$ cat src/rtl/instr_fetch_unit.sv
// instr_fetch_unit: sequential MIPS fetch front end. It holds the PC and fetches one instruction
//   at a time over a req/gnt/rvalid handshake. The instruction is held for decode, and the next
//   PC is formed from the branch and jump resolution that decode returns.
// Latency: 3 cycles per instruction with zero-wait memory (FETCH, WAIT, ISSUE). Each grant, response
//   or decode stall cycle adds one cycle.
// Backpressure: imem_req is held until imem_gnt. instr/instr_valid are held until instr_ready.
//   Only one fetch is outstanding at a time.
// Ports:
//   clk, rst_n                 clock, async active-low reset
//   imem_req/addr/gnt          fetch request channel (addr stable while req)
//   imem_rvalid/rdata          fetch response channel (accepted only in WAIT)
//   instr_valid/ready          decode handshake; instr, instr_pc, operation, func presented
//   pc_src, jump, jr_target    next-PC resolution, sampled on the decode handshake edge
//   fetch_err                  one-cycle pulse after an illegal jump or a misaligned jr target
// Optional build macro IFETCH_PERF_EN adds perf_instr_cnt / perf_stall_cnt (32-bit, wrapping).
module instr_fetch_unit #(
  parameter logic [31:0] RESET_PC = 32'h0000_0000
) (
  input  logic        clk,
  input  logic        rst_n,
`ifdef IFETCH_PERF_EN
  output logic [31:0] perf_instr_cnt,
  output logic [31:0] perf_stall_cnt,
`endif
  output logic        imem_req,
  output logic [31:0] imem_addr,
  input  logic        imem_gnt,
  input  logic        imem_rvalid,
  input  logic [31:0] imem_rdata,
  output logic        instr_valid,
  input  logic        instr_ready,
  output logic [31:0] instr,
  output logic [31:0] instr_pc,
  output logic [5:0]  operation,
  output logic [5:0]  func,
  input  logic        pc_src,
  input  logic [1:0]  jump,
  input  logic [31:0] jr_target,
  output logic        fetch_err
);

  typedef enum logic [1:0] {
    S_IDLE  = 2'd0,
    S_FETCH = 2'd1,
    S_WAIT  = 2'd2,
    S_ISSUE = 2'd3
  } state_t;

  state_t      state_q, state_d;
  logic        req_q, req_d;
  logic [31:0] pc_q, pc_d;
  logic        valid_q, valid_d;
  logic [31:0] instr_q, instr_d;
  logic [31:0] ipc_q, ipc_d;
  logic        err_q, err_d;

  logic [31:0] p4;
  logic [31:0] br_off;
  logic [31:0] next_pc;
  logic        next_err;
  logic        issue_fire;

  assign issue_fire = (state_q == S_ISSUE) && instr_ready;

  // Next-PC resolution. A jump overrides a taken branch. An illegal jump
  // falls through to p4 so fetch keeps making progress, and fetch_err flags it.
  assign p4     = ipc_q + 32'd4;
  assign br_off = {{14{instr_q[15]}}, instr_q[15:0], 2'b00};

  always_comb begin
    next_pc  = p4;
    next_err = 1'b0;
    case (jump)
      2'b01: next_pc = {p4[31:28], instr_q[25:0], 2'b00};
      2'b10: begin
        next_pc  = {jr_target[31:2], 2'b00};
        next_err = (jr_target[1:0] != 2'b00);
      end
      2'b11: begin
        next_pc  = p4;
        next_err = 1'b1;
      end
      default: begin
        if (pc_src) next_pc = p4 + br_off;
        else        next_pc = p4;
      end
    endcase
  end

  always_comb begin
    state_d = state_q;
    req_d   = req_q;
    pc_d    = pc_q;
    valid_d = valid_q;
    instr_d = instr_q;
    ipc_d   = ipc_q;
    err_d   = 1'b0;
    case (state_q)
      S_IDLE: begin
        state_d = S_FETCH;
        req_d   = 1'b1;
      end
      S_FETCH: begin
        if (imem_gnt) begin
          state_d = S_WAIT;
          req_d   = 1'b0;
        end
      end
      S_WAIT: begin
        if (imem_rvalid) begin
          instr_d = imem_rdata;
          ipc_d   = pc_q;
          valid_d = 1'b1;
          state_d = S_ISSUE;
        end
      end
      S_ISSUE: begin
        if (instr_ready) begin
          valid_d = 1'b0;
          pc_d    = next_pc;
          err_d   = next_err;
          req_d   = 1'b1;
          state_d = S_FETCH;
        end
      end
      default: begin
        state_d = S_IDLE;
        req_d   = 1'b0;
        valid_d = 1'b0;
      end
    endcase
  end

  always_ff @(posedge clk or negedge rst_n) begin
    if (!rst_n) begin
      state_q <= S_IDLE;
      req_q   <= 1'b0;
      pc_q    <= RESET_PC;
      valid_q <= 1'b0;
      instr_q <= 32'h0;
      ipc_q   <= RESET_PC;
      err_q   <= 1'b0;
    end else begin
      state_q <= state_d;
      req_q   <= req_d;
      pc_q    <= pc_d;
      valid_q <= valid_d;
      instr_q <= instr_d;
      ipc_q   <= ipc_d;
      err_q   <= err_d;
    end
  end

  // The PC register is the fetch address. It only changes on the ISSUE
  // handshake, so it is stable for the whole time the request is pending.
  assign imem_req    = req_q;
  assign imem_addr   = pc_q;
  assign instr_valid = valid_q;
  assign instr       = instr_q;
  assign instr_pc    = ipc_q;
  assign fetch_err   = err_q;
  assign operation   = instr_q[31:26];
  assign func        = instr_q[5:0];

`ifdef IFETCH_PERF_EN
  logic        stall_cyc;
  logic [31:0] icnt_q;
  logic [31:0] scnt_q;

  assign stall_cyc = ((state_q == S_FETCH) && !imem_gnt)    ||
                     ((state_q == S_WAIT)  && !imem_rvalid) ||
                     ((state_q == S_ISSUE) && !instr_ready);

  always_ff @(posedge clk or negedge rst_n) begin
    if (!rst_n) begin
      icnt_q <= 32'h0;
      scnt_q <= 32'h0;
    end else begin
      if (issue_fire) icnt_q <= icnt_q + 32'd1;
      if (stall_cyc)  scnt_q <= scnt_q + 32'd1;
    end
  end

  assign perf_instr_cnt = icnt_q;
  assign perf_stall_cnt = scnt_q;
`else
  logic unused_fire;
  assign unused_fire = issue_fire;
`endif

endmodule
$ cat config.mk
export PLATFORM = sky130hd
export DESIGN_NAME = instr_fetch_unit
export DESIGN_NICKNAME = d
export VERILOG_FILES = /design/src/rtl/instr_fetch_unit.sv
export SDC_FILE = /design/constraint.sdc
export NUM_CORES = 1
export LEC_CHECK = 0
export CAP_MARGIN = 20
export CELL_PAD_IN_SITES_DETAIL_PLACEMENT = 1
export CELL_PAD_IN_SITES_GLOBAL_PLACEMENT = 2
export CORE_MARGIN = 10
export CORE_UTILIZATION = 30
export CTS_CLUSTER_SIZE = 10
export DETAILED_ROUTE_END_ITERATION = 7
export GPL_TIMING_DRIVEN = 0
export PLACE_DENSITY_LB_ADDON = 0.1
export SKIP_CTS_REPAIR_TIMING = 1
export SYNTH_ARGS = -nofsm -noshare
export SYNTH_HDL_FRONTEND = slang
export SYNTH_SLANG_ARGS = --single-unit
$ cat constraint.sdc
create_clock -name clk -period 4.74 [get_ports clk]
set_clock_uncertainty 0.2 [all_clocks]
set_input_delay 0.948 -clock clk [delete_from_list [all_inputs] [get_ports clk]]
set_output_delay 0.948 -clock clk [all_outputs]
set_load 0.02 [all_outputs]
==> results of run 1 <==
worst max-delay path, stage by stage (launching register included):
cell	delay, ps
dfrtp_1	500
ha_1	240
nand3_1	210
nor3_4	360
buf_4	180
nand4_1	130
xor2_1	280
inv_1	90
ha_1	370
and4_2	310
nor2b_1	130
o21a_1	170
nor2_1	330
a31o_2	270
mux2i_1	90
o41ai_1	390
a21oi_1	120
through the flow:
stage          setup TNS, ps  setup slack [ps]  hold WS (ps)  instances
6_report                   0               237           311       1263
5_1_grt                    0              14.5           355       1263
4_1_cts                 -742              -305           315       1261
3_5_place_dp            -572              -263           296       1245
3_3_place_gp         -161100             -1600           287       1244
2_1_floorplan              0               848           328        744
cells by family (layout without fill, tap and decap cells):
logic type,after synthesis,in the layout,share of synthesized area (%)
and+or+nand+nor,220,220,14.8
AOI/OAI and AO/OA,184,184,17.9
DFF,101,101,35.5
muxes,80,80,13.3
buffers and inverters,72,272,5.50
xor gates and xnor gates,46,46,5.66
adders and majority gates,41,41,7.31
power breakdown:
group          internal [mW]  switching [mW]  total (mW)
logic                   2.36            2.91        5.27
registers               1.27           0.561        1.83
clock network          0.471           0.378       0.849
total                   4.10            3.85        7.95
registers in the layout (all words and copies together) (netlist names):
signal	cells
fetch_err	1
imem_addr	32
imem_req	1
instr	32
instr_pc	32
instr_valid	1
state_q	2
Yosys cell counts (3+ instances only):
cell type    n
xnor2_1     25
clkbuf_8     6
nor4_1       4
a21o_1      10
o41ai_1      3
nor3_1      14
mux2i_1      8
buf_4       12
nand3_1     17
o21a_1       4
inv_1       29
a31oi_1      8
o21ai_0     35
o31ai_1      8
xor2_1      21
o21bai_1     4
a221oi_1    13
nand2b_1     3
nor2b_1      7
o22ai_1      4
ha_1        40
mux2_2      67
a21oi_1     46
a211oi_1     4
and3_1      10
buf_1        3
nand4_1     11
or3_1        4
o211ai_1     6
dfrtp_1    101
mux4_2       5
a221o_1      7
o221ai_1     3
clkbuf_1    19
nor2_1      58
a211o_1      3
nand2_1     75
per-layer routing:
| layer | part of all wire [%] | global-route usage [%] | wire length [um] | up-vias |
|---|---|---|---|---|
| met3 | 5.3 | 3.36 | 1620 | 16 |
| met2 | 49 | 33.6 | 14800 | 155 |
| met1 | 45 | 26.1 | 13800 | 3374 |
| met5 | 0 | 0 | 0 | - |
| met4 | 0.96 | 3.67 | 294 | 0 |
| li1 | - | - | - | 3105 |
how the worst max path moves through the flow:
stage                      startpoint             to  slack (ps)  depth (start not counted)
final                     instr_pc[2]  imem_addr[30]         240                         16
after global routing      instr_pc[2]  imem_addr[26]          10                         16
after CTS                 instr_pc[2]  imem_addr[29]        -310                         16
after detailed placement  instr_pc[2]  imem_addr[29]        -260                         16
after global placement          rst_n  imem_addr[28]       -1600                          1
after floorplan           instr_pc[2]  imem_addr[31]         850                         15
layout make-up:
class | count | area [sq um] | area share (%)
inverter | 29 | 109 | 1.12
sequential | 101 | 2530 | 26.0
clock inverter | 7 | 103 | 1.05
buffer | 43 | 283 | 2.90
multi-input combinational | 571 | 4240 | 43.5
clock buffer | 9 | 225 | 2.31
timing repair buffer | 184 | 1850 | 19.0
tap | 319 | 399 | 4.10
==> impl_metrics.yaml, run 1 <==
global_routing:
  gr-total-overflow: 0
  antenna_found_initial: 0
  grt_max_degree: 56
  grt_pass1_vias: 7179
  grt.total_usage_pct: 19.8
  grt_pass1_wl_um: 46400
detailed_routing:
  wl_per_cell_um: 24.1
  via_per_inst: 5.27
  drt_wl_total_um: 30500
  drt_iter0_markers: 403
  num_vias: 6650
  drc_errors: 0
  dr.pass1.iters: 4
  ant_nets: 0
final_layout:
  area_delta_synth_final_pct: 36.8
  layout_common_cells: "clkdlybuf4s50_1 (180), dfrtp_1 (101), nand2_1 (75)"
  antenna_cells: 0
  final_area_sq_um: 9740
  post-route-util_pct: 41.6
  n_fill_cell: 2724
  nNetsFinal: 1052
  final_common_cell: "clkdlybuf4s50_1"
  drive_gt1_share_pct: 14.6
place:
  dp_hpwl_um: 24000
  place.port_buffers: 181
  place.gp.congestion: 0.832
  placed_area_sq_um: 9350
worst_hold_path:
  hp-class: "register to register"
  min_path_cells: 2
  holdCritStartpoint: "imem_addr[4]"
  whs_endpoint: "imem_addr[4]"
clock_tree:
  clk_pin_slew_worst_paths_ps: 80
  root_buffer: "clkbuf_16"
  numCtsBuffers: 9
  tritoncts: "built"
  clk_latency_ps: 360
  htreeDepth: 3
  cts.sinks: 101
  clk_path_buf_depth: 2
yosys:
  synth_fp_nets: 857
  synthFlopType: "dfrtp_1"
  yosys_register_bits: 101
  yosys_warnings: 0
  synth_area_sq_um: 7120
  ys_seq_area_share_pct: 35.5
  async_reset_ff_share_pct: 100
  synth.distinct_cells: 73
  synth.avg_cell_area_sq_um: 9.57
  netlist_instances: 744
  yosysTopAreaCell: "dfrtp_1"
  synth_top_area_share_pct: 35.5
  synth.area.top_cells: "dfrtp_1 (36%), mux2_2 (11%), ha_1 (7.0%)"
  synth-edff-count: 0
pwr:
  p_leak_nw: 4.11
  powerDensity_nw_per_um2: 817
  peakVddDrop_mv: 0.360
  power_mw: 7.95
critical_path:
  cp-start-kind: "register"
  path_class: "register to register"
  r2r_slack_ps: 240
  cp.required_ps: 4770
  cp-end-kind: "register"
  rr_startpoint: "instr_pc[2]"
  crit_path_max_fanout: 7
  r2r_cells: 16
  arrival_ps: 4540
  rr_endpoint: "imem_addr[30]"
timing:
  relSlewSlack_pct: 26.2
  grt_setup_unrepaired: "no"
  setup_viol: 0
  clock.fmax_mhz: 222
  min_period_over_period_pct: 95.0
  slew_violations: 0
  final.min_clock_period_ps: 4500
  tightest_slew_ps: 1100
  report.final.hold_viol_count: 0
floorplan:
  row_count: 56
  die_w_um: 174
  chipHeight_um: 174
  die_area_sq_um: 30300
  ios: 183
  coreArea_sq_um: 23400
  initial_core_util_pct: 30.4
run:
  drv_cap: 0
outcome:
  status: "completed"
No activity file was read; power rests on OpenSTA's default activity.
==> run 2, diff against run 1 <==
--- a/config.mk
+++ b/config.mk
@@ -9,7 +9,8 @@
 export CELL_PAD_IN_SITES_DETAIL_PLACEMENT = 1
 export CELL_PAD_IN_SITES_GLOBAL_PLACEMENT = 2
 export CORE_MARGIN = 10
-export CORE_UTILIZATION = 30
+export CORE_UTILIZATION = 31
+export CTS_BUF_LIST = sky130_fd_sc_hd__clkbuf_2
 export CTS_CLUSTER_SIZE = 10
 export DETAILED_ROUTE_END_ITERATION = 7
 export GPL_TIMING_DRIVEN = 0
==> run 2 against run 1 <==
Net effect:
- worst hold slack got worse by 240 ps
- utilization rose by 0.33 points
- global-route usage grew 0.14 points
- largest power group unchanged
- via count is 0.50% lower
- largest cell class unchanged
==> impl_metrics.yaml, run 2 (same netlist as run 1, synthesis figures left out) <==
critical_path:
  cp-end-kind: "register"
  r2r_cells: 17
  cp-start-kind: "register"
  r2r_slack_ps: 360
  path_class: "register to register"
  arrival_ps: 4750
  cp.required_ps: 5100
  crit_path_max_fanout: 8
  rr_endpoint: "imem_addr[31]"
  rr_startpoint: "instr_pc[3]"
place:
  pre_cts_slack_ps: -132
  place.gp.congestion: 0.813
  dp_hpwl_um: 23600
  place.port_buffers: 181
clock_tree:
  numCtsBuffers: 9
  clk_latency_ps: 650
  clk_path_buf_depth: 2
  root_buffer: "clkbuf_2"
  cts.sinks: 101
  tritoncts: "built"
  clk_pin_slew_worst_paths_ps: 330
  htreeDepth: 3
timing:
  setup_ws_ps: 357
  min_period_over_period_pct: 92.5
  report.final.hold_viol_count: 0
  slew_violations: 0
  setup_viol: 0
  tightest_slew_ps: 1160
  grt_setup_unrepaired: "no"
  clock.fmax_mhz: 228
  final.min_clock_period_ps: 4380
  relSlewSlack_pct: 22.3
  holdWs_ps: 74.0
global_routing:
  grt_pass1_vias: 7119
  grt_max_degree: 56
  grt_pass1_wl_um: 44600
  antenna_found_initial: 1
  gr-total-overflow: 0
  grt.total_usage_pct: 20.0
detailed_routing:
  via_per_inst: 5.39
  drc_errors: 0
  num_vias: 6617
  ant_nets: 0
  dr.pass1.iters: 4
  wl_per_cell_um: 24.3
  drt_wl_total_um: 29800
  drt_iter0_markers: 398
worst_hold_path:
  hp-class: "input pin to asynchronous set/reset pin"
run:
  drv_cap: 0
final_layout:
  drive_gt1_share_pct: 14.5
  final_common_cell: "clkdlybuf4s50_1"
  layout_common_cells: "clkdlybuf4s50_1 (180), dfrtp_1 (100), nand2_1 (75)"
  nNetsFinal: 1051
  area_delta_synth_final_pct: 33.4
floorplan:
  ios: 183
  chipHeight_um: 172
  die_area_sq_um: 29400
  die_w_um: 172
  coreArea_sq_um: 22600
  initial_core_util_pct: 31.4
  row_count: 55
pwr:
  powerDensity_nw_per_um2: 795
  peakVddDrop_mv: 0.371
  p_leak_nw: 4.03
outcome:
  status: "completed"
==> run 2: power breakdown <==
part	switching (mW)	internal (mW)
clock	0.328	0.172
combinational	2.86	2.37
sequential	0.557	1.26
==> run 2: cell type report <==
| type | count | area, sq um |
|---|---|---|
| fillers | 2633 | 13100 |
| multi-input cells | 571 | 4240 |
| flip-flops and latches | 101 | 2530 |
| repair buffers | 183 | 1840 |
| well taps | 285 | 357 |
| plain buffers | 43 | 283 |
| inverters | 29 | 109 |
| clock inverters | 5 | 85.1 |
| clock buffers | 9 | 45.0 |
| diodes | 1 | 2.50 |
==> run 2: how the worst max path moves through the flow <==
stage | from | to | slack, ps
3_5_place_dp | instr_pc[2] | imem_addr[29] | -130
2_1_floorplan | instr_pc[2] | imem_addr[31] | 850
6_report | instr_pc[3] | imem_addr[31] | 360
5_1_grt | instr_pc[3] | imem_addr[31] | 50
4_1_cts | instr_pc[2] | imem_addr[29] | -210
3_3_place_gp | rst_n | imem_addr[29] | -1510
==> run 2: metal layers <==
metal | wire length, um | up-vias | track usage (%) | part of all wire [%]
li1 | - | 3093 | - | -
met1 | 13500 | 3348 | 25.8 | 45
met2 | 14600 | 156 | 34.0 | 49
met3 | 1220 | 20 | 3.23 | 4.1
met4 | 428 | 0 | 4.54 | 1.4
met5 | 0 | - | 0 | 0
==> run 2: worst max-delay path, cell delays in order, from the launching register on <==
cell and delay (ps):
dfrtp_1 520, ha_1 220, nand3_1 210, nor2_2 280, and3_1 410, nand2_1 120, xor2_1 150, inv_1 180
ha_1 180, clkbuf_1 290, a21oi_1 100, nor2b_1 110, o21ai_0 80, a211o_1 330, a21oi_1 230, nor3_1 100
or4b_1 540, nand3_1 90
==> run 2: per-stage QoR <==
stage          setup TNS, ps  std cells  instance area, sq um  power, mW  util, %
3_5_place_dp            -204       1211                  9310       7.06     41.1
2_1_floorplan              0        744                  7120       4.97        -
6_report                   0       1227                  9490       7.55     41.9
4_1_cts                 -467       1225                  9440       7.59     41.7
3_3_place_gp         -151610       1210                  9290       6.95     41.0
5_1_grt                    0       1227                  9490       8.14     41.9
==> run 3, diff against run 2 <==
--- a/config.mk
+++ b/config.mk
@@ -11,7 +11,6 @@
 export CORE_MARGIN = 10
 export CORE_UTILIZATION = 31
 export CTS_BUF_LIST = sky130_fd_sc_hd__clkbuf_2
-export CTS_CLUSTER_SIZE = 10
 export DETAILED_ROUTE_END_ITERATION = 7
 export GPL_TIMING_DRIVEN = 0
 export PLACE_DENSITY_LB_ADDON = 0.1
==> constraint.sdc (replaced) <==
create_clock -name clk -period 4.55 [get_ports clk]
set_clock_uncertainty 0.2 [all_clocks]
set_input_delay 0.91 -clock clk [delete_from_list [all_inputs] [get_ports clk]]
set_output_delay 0.91 -clock clk [all_outputs]
set_load 0.02 [all_outputs]
==> run 3 against run 2 <==
Net effect:
- power rose by 4.3%
- register-to-register slack got worse by 90 ps
- first-iteration DRC count rose by 2.0%
- utilization rose by 0.11 points
- routed wire length rose by 0.36%
- sequential share of layout area fell by 0.057 points
- die area did not move
- design area rose by 0.26%
- critical endpoint is now imem_addr[18]
- via count rose by 0.62%
- worst hold slack got worse by 33 ps
==> impl_metrics.yaml, run 3 (same netlist as run 1, synthesis figures left out) <==
timing:
  setup_tns_ps: 0
  final.min_clock_period_ps: 4280
  slew_violations: 0
  report.final.hold_viol_count: 0
  min_period_over_period_pct: 94.1
  clock.fmax_mhz: 234
  relSlewSlack_pct: 20.4
  setup_viol: 0
  tightest_slew_ps: 1190
pwr:
  comb_power_share_pct: 69.3
  power_mw: 7.88
  p_leak_nw: 4.04
  seqPwrFrac_pct: 24.1
  switching_share_pct: 49.6
  p_int_mw: 3.97
  p_switching_mw: 3.91
  peakVddDrop_mv: 0.384
  clkPwrFrac_pct: 6.6
  powerDensity_nw_per_um2: 827
clock_tree:
  clk_latency_ps: 650
  tritoncts: "built"
  numCtsBuffers: 9
  root_buffer: "clkbuf_2"
  clk_path_buf_depth: 2
  cts.sinks: 101
  clk_pin_slew_worst_paths_ps: 330
  htreeDepth: 3
floorplan:
  initial_core_util_pct: 31.4
  chipHeight_um: 172
  die_w_um: 172
  row_count: 55
  coreArea_sq_um: 22600
  die_area_sq_um: 29400
  ios: 183
critical_path:
  cp-end-kind: "register"
  cp-start-kind: "register"
  cp.required_ps: 4900
  arrival_ps: 4630
  crit_path_max_fanout: 6
  path_class: "register to register"
detailed_routing:
  num_vias: 6658
  via_per_inst: 5.42
  dr.pass1.iters: 5
  ant_nets: 0
  drt_wl_total_um: 29900
  drc_errors: 0
  drt_iter0_markers: 406
  wl_per_cell_um: 24.3
final_layout:
  post-route-util_pct: 42.0
  final_common_cell: "clkdlybuf4s50_1"
  final_area_sq_um: 9520
  area_delta_synth_final_pct: 33.7
  drive_gt1_share_pct: 15.0
  layout_common_cells: "clkdlybuf4s50_1 (180), dfrtp_1 (99), nand2_1 (75)"
  nNetsFinal: 1053
global_routing:
  grt_pass1_wl_um: 44600
  gr-total-overflow: 0
  grt.total_usage_pct: 20.0
  grt_pass1_vias: 7119
  antenna_found_initial: 1
  grt_max_degree: 56
place:
  place.port_buffers: 181
  place.gp.congestion: 0.813
  dp_hpwl_um: 23600
  placed_area_sq_um: 9310
outcome:
  status: "completed"
worst_hold_path:
  hp-class: "input pin to asynchronous set/reset pin"
run:
  drv_cap: 0
-- run 3: cell types whose count changed in the layout (fill, tap and decap cells not counted) --
cell	before	now
xor2_2	1	2
and3_2	0	1
and3_1	10	9
xor2_1	20	19
dfrtp_1	100	99
dfrtp_2	1	2
buf_4	14	16
-- run 3: power by group through the flow --
stage                     logic [mW]  clock network, mW  registers [mW]
final                           5.45              0.521            1.90
after global routing            5.92              0.584            1.98
after CTS                       5.47              0.548            1.90
after detailed placement        5.44                  0            1.92
after global placement          5.35                  0            1.89
after floorplan                 2.94                  0            2.24
-- run 3: layer usage --
| layer | wire [um] | share of wire (%) | vias to the layer above | global-route usage, % |
|---|---|---|---|---|
| met5 | 0 | 0 | - | 0 |
| met4 | 419 | 1.4 | 0 | 4.54 |
| met3 | 1440 | 4.8 | 21 | 3.23 |
| met2 | 14700 | 49 | 159 | 34.0 |
| met1 | 13300 | 45 | 3375 | 25.8 |
| li1 | - | - | 3103 | - |
-- run 3: path summary, 6_finish.rpt --
path | start | to | slack (ps) | cells after the start
worst max-delay path | instr_pc[4] | imem_addr[18] | 270 | 14
worst min-delay path | rst_n | imem_addr[1] | 40 | 1
worst max register to register | instr_pc[4] | imem_addr[18] | 270 | 14
worst min register to register | instr_pc[1] | imem_addr[1] | 340 | 2
max in group asynchronous | rst_n | imem_addr[26] | 3360 | 2
min in group clk | instr_pc[1] | imem_addr[1] | 340 | 2
-- run 3: cell type report --
class | count | area [sq um]
antenna | 1 | 2.50
buffer | 43 | 283
clock inverter | 5 | 85.1
fill | 2627 | 13100
inverter | 29 | 109
clock buffer | 9 | 45.0
timing repair buffer | 185 | 1860
tap | 285 | 357
multi-input combinational | 571 | 4250
sequential | 101 | 2530
-- run 3: worst max-delay path: stages (launching register included) --
cell and delay [ps]:
dfrtp_1 540, nand3_1 230, nor2_1 400, and3_1 230, xnor2_1 170, inv_1 80, ha_1 240, or3_2 490
a21oi_1 170, a211oi_2 120, o21ai_0 250, a21boi_0 140, or3_1 350, a311oi_1 470, o31ai_1 130
-- run 3: per-stage QoR --
stage | hold slack [ps] | std cells | setup slack (ps)
2_1_floorplan | 328 | 744 | 658
3_3_place_gp | 288 | 1210 | -1660
3_5_place_dp | 288 | 1211 | -322
4_1_cts | 3.85 | 1225 | -396
5_1_grt | 2.86 | 1229 | -3.97
6_report | 40.6 | 1229 | 270
